## src/rtl/rr_lock_arbiter.sv

```systemverilog
// N-way round-robin arbiter with registered one-hot grant and per-owner packet locking.
// Define RR_ARB_LOCK_EN to honour `lock` and build the MAX_HOLD forced-release counter.
module rr_lock_arbiter #(
  parameter int N        = 10,
  parameter int MAX_HOLD = 16,
  parameter int IDXW     = $clog2(N)
) (
  input  logic            clk,
  input  logic            rst,
  input  logic [N-1:0]    req,
  input  logic [N-1:0]    lock,
  output logic [N-1:0]    gnt,
  output logic            gnt_valid,
  output logic [IDXW-1:0] gnt_idx
);

  typedef enum logic {IDLE, GRANT} state_t;

  localparam int PW = IDXW + 1;

  state_t          state;
  logic [IDXW-1:0] ptr;
  logic [IDXW-1:0] owner;
  logic            found;
  logic [IDXW-1:0] win;
  logic [IDXW-1:0] win_next;
  logic [N-1:0]    win_oh;
  logic [PW-1:0]   pos;
  logic            hold;

  // Search starts at ptr; pos stays below 2N so one conditional subtract wraps it.
  always_comb begin
    found = 1'b0;
    win   = '0;
    pos   = '0;
    for (int unsigned i = 0; i < N; i++) begin
      pos = {1'b0, ptr} + PW'(i);
      if (pos >= PW'(N)) pos = pos - PW'(N);
      if (!found && req[pos[IDXW-1:0]]) begin
        found = 1'b1;
        win   = pos[IDXW-1:0];
      end
    end
    win_oh      = '0;
    win_oh[win] = 1'b1;
    win_next    = (win == IDXW'(N - 1)) ? '0 : win + 1'b1;
  end

`ifdef RR_ARB_LOCK_EN
  localparam int              HCW      = (MAX_HOLD < 1) ? 1 : $clog2(MAX_HOLD + 1);
  localparam logic [HCW-1:0]  HOLD_LIM = HCW'(MAX_HOLD);

  logic [HCW-1:0] hold_cnt;
  logic [N-1:0]   owner_oh;
  logic           others;

  always_comb begin
    owner_oh        = '0;
    owner_oh[owner] = 1'b1;
    others          = |(req & ~owner_oh);
    hold            = (state == GRANT) && req[owner] && lock[owner] &&
                      ((MAX_HOLD == 0) || (hold_cnt < HOLD_LIM) || !others);
  end
`else
  logic unused_lock;
  assign unused_lock = ^lock;
  assign hold        = 1'b0;
`endif

  always_ff @(posedge clk or posedge rst) begin
    if (rst) begin
      state     <= IDLE;
      gnt       <= '0;
      gnt_valid <= 1'b0;
      gnt_idx   <= '0;
      ptr       <= '0;
      owner     <= '0;
`ifdef RR_ARB_LOCK_EN
      hold_cnt  <= '0;
`endif
    end else if (hold) begin
`ifdef RR_ARB_LOCK_EN
      if ((MAX_HOLD != 0) && (hold_cnt != HOLD_LIM)) hold_cnt <= hold_cnt + 1'b1;
`endif
    end else if (found) begin
      state     <= GRANT;
      owner     <= win;
      gnt       <= win_oh;
      gnt_valid <= 1'b1;
      gnt_idx   <= win;
      ptr       <= win_next;
`ifdef RR_ARB_LOCK_EN
      hold_cnt  <= HCW'(1);
`endif
    end else begin
      state     <= IDLE;
      gnt       <= '0;
      gnt_valid <= 1'b0;
    end
  end

endmodule

```

## config.mk

```make
export PLATFORM = sky130hd
export DESIGN_NAME = rr_lock_arbiter
export DESIGN_NICKNAME = d
export VERILOG_FILES = /design/src/rtl/rr_lock_arbiter.sv
export SDC_FILE = /design/constraint.sdc
export NUM_CORES = 1
export LEC_CHECK = 0
export ABC_CLOCK_PERIOD_IN_PS = 5900
export CORE_MARGIN = 5
export CORE_UTILIZATION = 59
export DETAILED_ROUTE_END_ITERATION = 16
export PLACE_DENSITY = 0.94
export REMOVE_ABC_BUFFERS = 1
export SYNTH_ARGS = -nofsm -noshare
export SYNTH_HDL_FRONTEND = slang
export SYNTH_SLANG_ARGS = --single-unit
```

## constraint.sdc

```tcl
create_clock -name clk -period 5.9 [get_ports clk]
set_clock_uncertainty 0.1 [all_clocks]
set_input_delay 1.18 -clock clk [delete_from_list [all_inputs] [get_ports clk]]
set_output_delay 1.18 -clock clk [all_outputs]
set_load 0.1 [all_outputs]
```

==> results of run 1 <==
## stage by stage
| step | util (%) | hold slack (ps) | setup slack, ps | std cells |
|---|---|---|---|---|
| after floorplan | - | 724.6 | 740.8 | 451 |
| after global placement | 66.46 | 364.1 | 859.7 | 561 |
| after detailed placement | 66.46 | 366.2 | 707.6 | 561 |
| after CTS | 67.21 | 382.1 | 972.1 | 565 |
| after global routing | 67.21 | 427.4 | 617.4 | 565 |
| final | 67.21 | 384.1 | 856.8 | 565 |
## worst max-delay path by stage
stage,endpoint,slack (ps),cells past startpoint
detailed placement,ptr[2]$_DFFE_PP0P_,710,12
finish,ptr[2]$_DFFE_PP0P_,860,15
CTS,ptr[2]$_DFFE_PP0P_,970,12
global route,ptr[2]$_DFFE_PP0P_,620,15
floorplan,ptr[2]$_DFFE_PP0P_,740,15
global placement,ptr[2]$_DFFE_PP0P_,860,12
## layer usage
metal  vias up  global-route usage, %
li1       1875                      -
met4         0                  9.203
met2       294                  48.18
met1      1900                  39.27
met3        57                  4.749
met5         -                      0
## worst max-delay path, stage by stage, from the launching register on
cell and delay [ps]:
dfrtp_1 580, buf_4 350, ha_1 200, inv_1 50, fa_1 470, and2_1 230
a2111oi_0 340, a221oi_1 180, a31o_2 320, or3b_1 440, nand4b_2 310, or2_1 350
a211o_1 270, o31ai_1 150, nand2_2 250, mux2_4 350
## layout make-up
| type | count | area (sq um) |
|---|---|---|
| multi-input combinational | 415 | 3020 |
| timing repair buffer | 35 | 327.8 |
| sequential | 19 | 475.5 |
| clock buffer | 4 | 45.04 |
| fill | 491 | 1964 |
| tap | 75 | 93.84 |
| inverter | 17 | 63.81 |
## state kept, by name, summed over array words and instances, names as in the netlist
register	count
gnt_idx	4
gnt_valid	1
ptr	4
gnt	10
## kinds of logic (layout without fill, tap and decap cells)
group           after synthesis  in the layout  synth area share, %
xor+xnor                     13             13                3.317
compound gates              165            165                31.67
simple gates                178            178                27.29
flops                        19             19                13.00
mux                          35             35                11.87
buf+inv                      37             56                4.446
fa+ha+maj                    24             24                8.413
## synthesized netlist by cell type, drive strengths merged, types with 11 or more instances
cell type | n | area share (%)
ha | 23 | 7.9
a21oi | 30 | 4.1
inv | 17 | 1.7
o21ai | 25 | 3.4
nand4 | 14 | 2.4
nand3 | 11 | 1.5
nor3 | 14 | 2.1
a211oi | 11 | 2.3
mux2i | 16 | 4.4
nor2 | 34 | 3.5
mux2 | 14 | 4.4
dfrtp | 19 | 13
o211ai | 15 | 3.1
xnor2 | 11 | 2.8
nand2 | 36 | 3.8
==> run summary, run 1 <==
The share of synthesized area occupied by flip-flops and latches was 13.00%. The area growth from synthesis to layout is 10.05%, and the Yosys warning count is 0. The run gives 7876 sq um as the total die area. 37 I/O pins were placed.

The clock period minus final worst setup slack was 5043 ps. Leaving out fill and tap cells, the most frequent cell in the layout is nand2_1. The final layout contains routed wiring with a total length of 11.40 mm.

The setup check on the worst reg-to-reg path leaves a slack of 860 ps. In this run the most critical hold path is launched from gnt_idx[1]$_DFFE_PP0P_. Kind of end point of the critical path: a flop. The number of hold-repair buffers added at the cts stage is 0, and the die extent in y is 88.75 um.

Cells with a size suffix above 1 make up 9.388% of the layout. Before antenna repair, the detailed router went through 5 iterations. Counting flops and latches in the post-synthesis netlist gives 19. TritonCTS built the clock tree. The logs give 0 for the number of maximum-capacitance violations and 0 for the remaining global-route overflow. The final-report max-slew violation count was 0. The half-perimeter wire length of the detailed placement result is 8.696 mm. In the detailed route, the total length drawn on met3 is 1.285 mm. The count of nets left with antenna violations once routing finished came out at 0. Instance count along the most critical hold path: 1. At the worst endpoint, the arrival time is 5090 ps. The tools report the starting utilization of the core area as 61.07%. The library cells used most frequently in the layout, excluding fill and tap cells, are nand2_1, nor2_1, a21oi_1. The cell sitting at the root of the clock tree is a clkbuf_8. The run gives 198.3 MHz as the highest attainable clock frequency. The residual DRC count came out at 0.

For the number of global-route vias before repair, the log shows 3814. The worst min-delay path class is flop to flop. Setup repair after global routing left no endpoint under its margin. The uppermost metal layer occupied by signal nets is met4. The final route contains 4126 vias.

The number of buffers added on ports was 26; the H-tree depth was 1. The longest clock path from root to sink contains 2 buffers. For the aggregate negative setup slack, the log shows 0 ps. The critical path is of the flop to flop type.

The floorplan has 28 rows. The logs give 471 for the number of standard cells after synthesis and 0 for the count of antenna diodes in the layout. From left edge to right edge, the die measures 88.75 um. The worst setup path is launched from a flop. The worst hold path terminates at gnt_idx[1]$_DFFE_PP0P_. Each instance of the synthesized netlist takes up on average 7.768 sq um. The synthesized design contains 0 enable-type register cells. The tools report the quantity of gates resized following cts as 0.

At the pin with the least slew margin, the transition time is 981.4 ps. The run gives 3 as the number of buffers created by CTS. For this design, the sink count on the clock tree is 19. The summed instance area of the synthesized netlist came out at 3659 sq um. The tools report the final design area excluding fillers as 4026 sq um.

In the final design database the tool counted 537 nets. The maximum fanout count along the critical path was 19; the share of flip-flops with an asynchronous set or reset after synthesis was 100.0%. The clock insertion delay at the later pin of the skew report was 260 ps; the part of the cycle the worst path needs was 85.48%. For the number of distinct library cell variants in the gate-level netlist after synthesis, the log shows 83. The worst register-to-register path ends at ptr[2]$_DFFE_PP0P_. For the violation count after the first detailed-routing iteration, the log shows 441. Clock-pin slew was measured on the worst setup and hold paths at 70 ps.

The logs give 0 for the initial antenna violation count and 4.513 mm for the total routed wire length on the met1 layer. Data on the critical path is required at its endpoint by 5940 ps. The region available for standard cell placement spans 5991 sq um. For this run, the leading register cell type out of synthesis is dfrtp_1. Dividing the detail-routed via count by the number of cells gives 7.303.

For the final-report setup violation count, the log shows 0. After detailed placement, the total cell area comes to 3981 sq um. Total track usage: 29.31%.

After detailed routing, the met2 layer carries 5.229 mm of wire. Launch instance of the worst register-to-register path: ptr[2]$_DFFE_PP0P_. Dividing the detail-routed wire length by the instance count gives 20.17 um. Counting cells, the worst reg-to-reg path comes to 15. The post-CTS setup buffer count came out at 0. For the global placement routability congestion, the log shows 1.062. The flow ran to the end, and the final reports show no timing, DRC or antenna violations. The most critical setup path has its startpoint at ptr[2]$_DFFE_PP0P_. The wire length of the first global-routing pass is 18.36 mm, and the largest net degree at the start of global routing is 22. The final count of hold timing violations was 0. Worst-case headroom to the max-slew limit: 34.37%.
Power of run 1 is left out: the tool's default activity adds up to more than one toggle a clock period on the data nets, which glitch-free logic cannot reach.
==> run 2, diff against run 1 <==
--- a/config.mk
+++ b/config.mk
@@ -6,11 +6,14 @@
 export NUM_CORES = 1
 export LEC_CHECK = 0
 export ABC_CLOCK_PERIOD_IN_PS = 5900
+export CELL_PAD_IN_SITES_DETAIL_PLACEMENT = 0
+export CELL_PAD_IN_SITES_GLOBAL_PLACEMENT = 1
 export CORE_MARGIN = 5
-export CORE_UTILIZATION = 59
+export CORE_UTILIZATION = 44
 export DETAILED_ROUTE_END_ITERATION = 16
-export PLACE_DENSITY = 0.94
+export PLACE_DENSITY = 0.95
 export REMOVE_ABC_BUFFERS = 1
+export SLEW_MARGIN = 20
 export SYNTH_ARGS = -nofsm -noshare
 export SYNTH_HDL_FRONTEND = slang
 export SYNTH_SLANG_ARGS = --single-unit
==> run 2 against run 1 <==
  * Setup slack got worse by 330 ps
  * Critical path depth did not move
  * Utilization fell by 18 points
  * Die area rose by 30%
  * Hold slack got worse by 4.3 ps
  * Register-to-register slack got worse by 330 ps
  * Sequential cell count did not move
  * Critical endpoint unchanged
==> run summary, run 2 (synthesis gave the netlist of run 1 again) <==
Cells with a size suffix above 1 make up 9.221% of the layout. The sort of element at the start of the critical path is a flop. For the total track usage, the log shows 23.10%. Once detailed placement completed, the half-perimeter wirelength came to 9.105 mm. The die is 101.2 um wide. The tools report the number of inserted filler cells in the final layout as 795. The detail-routed via count per cell works out to 6.713. The total overflow left after global routing is 0.

Max-cap violations in this run came to 0. The final critical path takes up 91.08% of the cycle. The critical path buffer and inverter count is 2, and the post-detailed-route count of antenna-violating nets is 0.

The startpoint identified for the worst register-to-register timing path is ptr[1]$_DFFE_PP0P_. For the clock sink count, the log shows 19. Final-report max-slew violation count: 0. For the worst setup path, the data arrival time is 5420 ps. The register clock-pin slew on the reported worst setup and hold paths works out to 70 ps.

The core region is 8175 sq um. For the number of global-route vias before repair, the log shows 3817. The family with the most delay on the worst path is compound AO/OA/AOI/OAI gates. The starting utilization of the core area is 44.75%, and the clock period minus final worst setup slack is 5374 ps. Wire length of the first global-routing pass: 19.29 mm. The pin slew with the least headroom to its limit was 984.7 ps; the total iterations of the first detailed-routing run was 5.

Worst min-delay path class: flop to flop. The number of antenna diodes in the final layout is 0. Static timing analysis puts the maximum clock frequency at 186.1 MHz. The die extent in y works out to 101.2 um. Of all nets on the critical path, the largest fanout is 16. The multi-input combinational cells in the finished layout cover a total of 3020 sq um. For this block, the routed nets add up to 11.92 mm of wire.

The largest stage delay on the critical path was 640 ps; the number of buffers created by CTS was 3. The library cell used most frequently in the layout, excluding fill and tap cells, is nand2_1. The first element of the critical path is ptr[1]$_DFFE_PP0P_. The tools report the aggregate negative setup slack as 0 ps. The signal on the critical path passes through inv_2 > ha_1 > inv_1 > ha_1 > a21boi_0 > a21boi_0 > o211ai_1 > a211oi_1 > nor4_4 > or2b_1 > nor2_1 > and3_1 > o31ai_1 > nand2_2 > mux2_4. In the routed design, unresolved DRC markers number 0.

The worst-case headroom to the max-slew limit is 34.15%. The logs give 1 for the H-tree depth and 0 for the number of hold-repair buffers added at the cts stage. The clock insertion delay at the later pin of the skew report was 250 ps. At the worst endpoint, the required time is 5940 ps. Summing all flip-flop and latch instances after layout gives 475.5 sq um. The number of nets in the finished design is 535. Leaving out fill and tap cells, the most frequent cells in the layout are nand2_1, nor2_1, a21oi_1. The largest net degree at the start of global routing was 29. Clock root buffer master: clkbuf_8. The tools report the total number of vias as 3981. Counting flops per register, the top entry is gnt.

The type of the worst setup path is flop to flop. The largest registers in the layout are gnt (10), gnt_idx (4), ptr (4). Kind of end point of the critical path: a flop. The run gives 0 as the final-report setup violation count.

The global placement routability congestion is 1.117. The area growth from synthesis to layout works out to 10.70%. Post-CTS repair changed the size of 0 cells. The run gives 0 as the initial antenna violation count. Slowest stage cell on the critical path: dfrtp_1. Buffers added to address setup during post-CTS repair amount to 0. Setup repair after global routing left no endpoint under its margin.

TritonCTS built the clock tree. The total die area was 10240 sq um; the standard-cell row count was 33. Pin placement for this block handled 37 I/O pins.

The run finished with clean final reports. Final count of hold timing violations: 0. The detailed router finished its first iteration with 378 violations. In the final routed layout, each cell accounts on average for 20.10 um. In this run the tool buffered the top-level ports with 26 buffer cells.

The clock passes through at most 2 buffers. The register with the most flip-flops in the layout has 10 of them. The launch instance of the worst min-delay path is gnt_idx[1]$_DFFE_PP0P_.
==> run 2: cell count changes in the layout (fill, tap and decap cells not counted) <==
cell      previous run  this run
clkbuf_1             1         0
buf_4                9         7
clkinv_2             0         1
==> run 2: layout make-up <==
cell class / instances / area share [%]
well taps: 105 / 3.244
clock buffers: 3 / 1.019
inverters: 17 / 1.576
repair buffers: 33 / 7.723
flip-flops and latches: 19 / 11.74
clock inverters: 1 / 0.1236
multi-input cells: 415 / 74.58
==> run 2: path summary, 6_finish.rpt <==
path	to	slack [ps]	depth (start not counted)
worst max-delay path	ptr[2]$_DFFE_PP0P_	530	15
worst min-delay path	gnt_idx[1]$_DFFE_PP0P_	380	1
worst max register to register	ptr[2]$_DFFE_PP0P_	530	15
worst min register to register	gnt_idx[1]$_DFFE_PP0P_	380	1
max in group asynchronous	ptr[2]$_DFFE_PP0P_	4020	2
min in group asynchronous	gnt[3]$_DFF_PP0_	1230	2
==> run 2: routing by layer <==
layer  GRT usage, %  part of all wire [%]  wire [um]  vias up
met2          38.43                    47       5601      176
li1               -                     -          -     1869
met5              0                     0          0        -
met4          8.078                   2.9        340        0
met1          31.53                    44       5216     1910
met3          1.722                   6.4        763       26
==> run 2: worst register-to-register path, stage by stage (launching register included) <==
cell and delay [ps]:
dfrtp_1 640, inv_2 310, ha_1 380, inv_1 420, ha_1 410, a21boi_0 250
a21boi_0 410, o211ai_1 210, a211oi_1 500, nor4_4 90, or2b_1 240, nor2_1 80
and3_1 190, o31ai_1 460, nand2_2 240, mux2_4 350
==> run 2: stage by stage <==
step	instance area, sq um	cells	utilization [%]	hold WS (ps)	setup slack [ps]
floorplan	3560	451	-	724.6	740.8
global placement	4004	589	48.97	362.5	791.5
detailed placement	4004	589	48.97	368.6	660.6
CTS	4050	593	49.54	384.7	645.0
global route	4050	593	49.54	413.6	126.9
finish	4050	593	49.54	379.8	526.1
Power of run 2 is left out for the same reason.
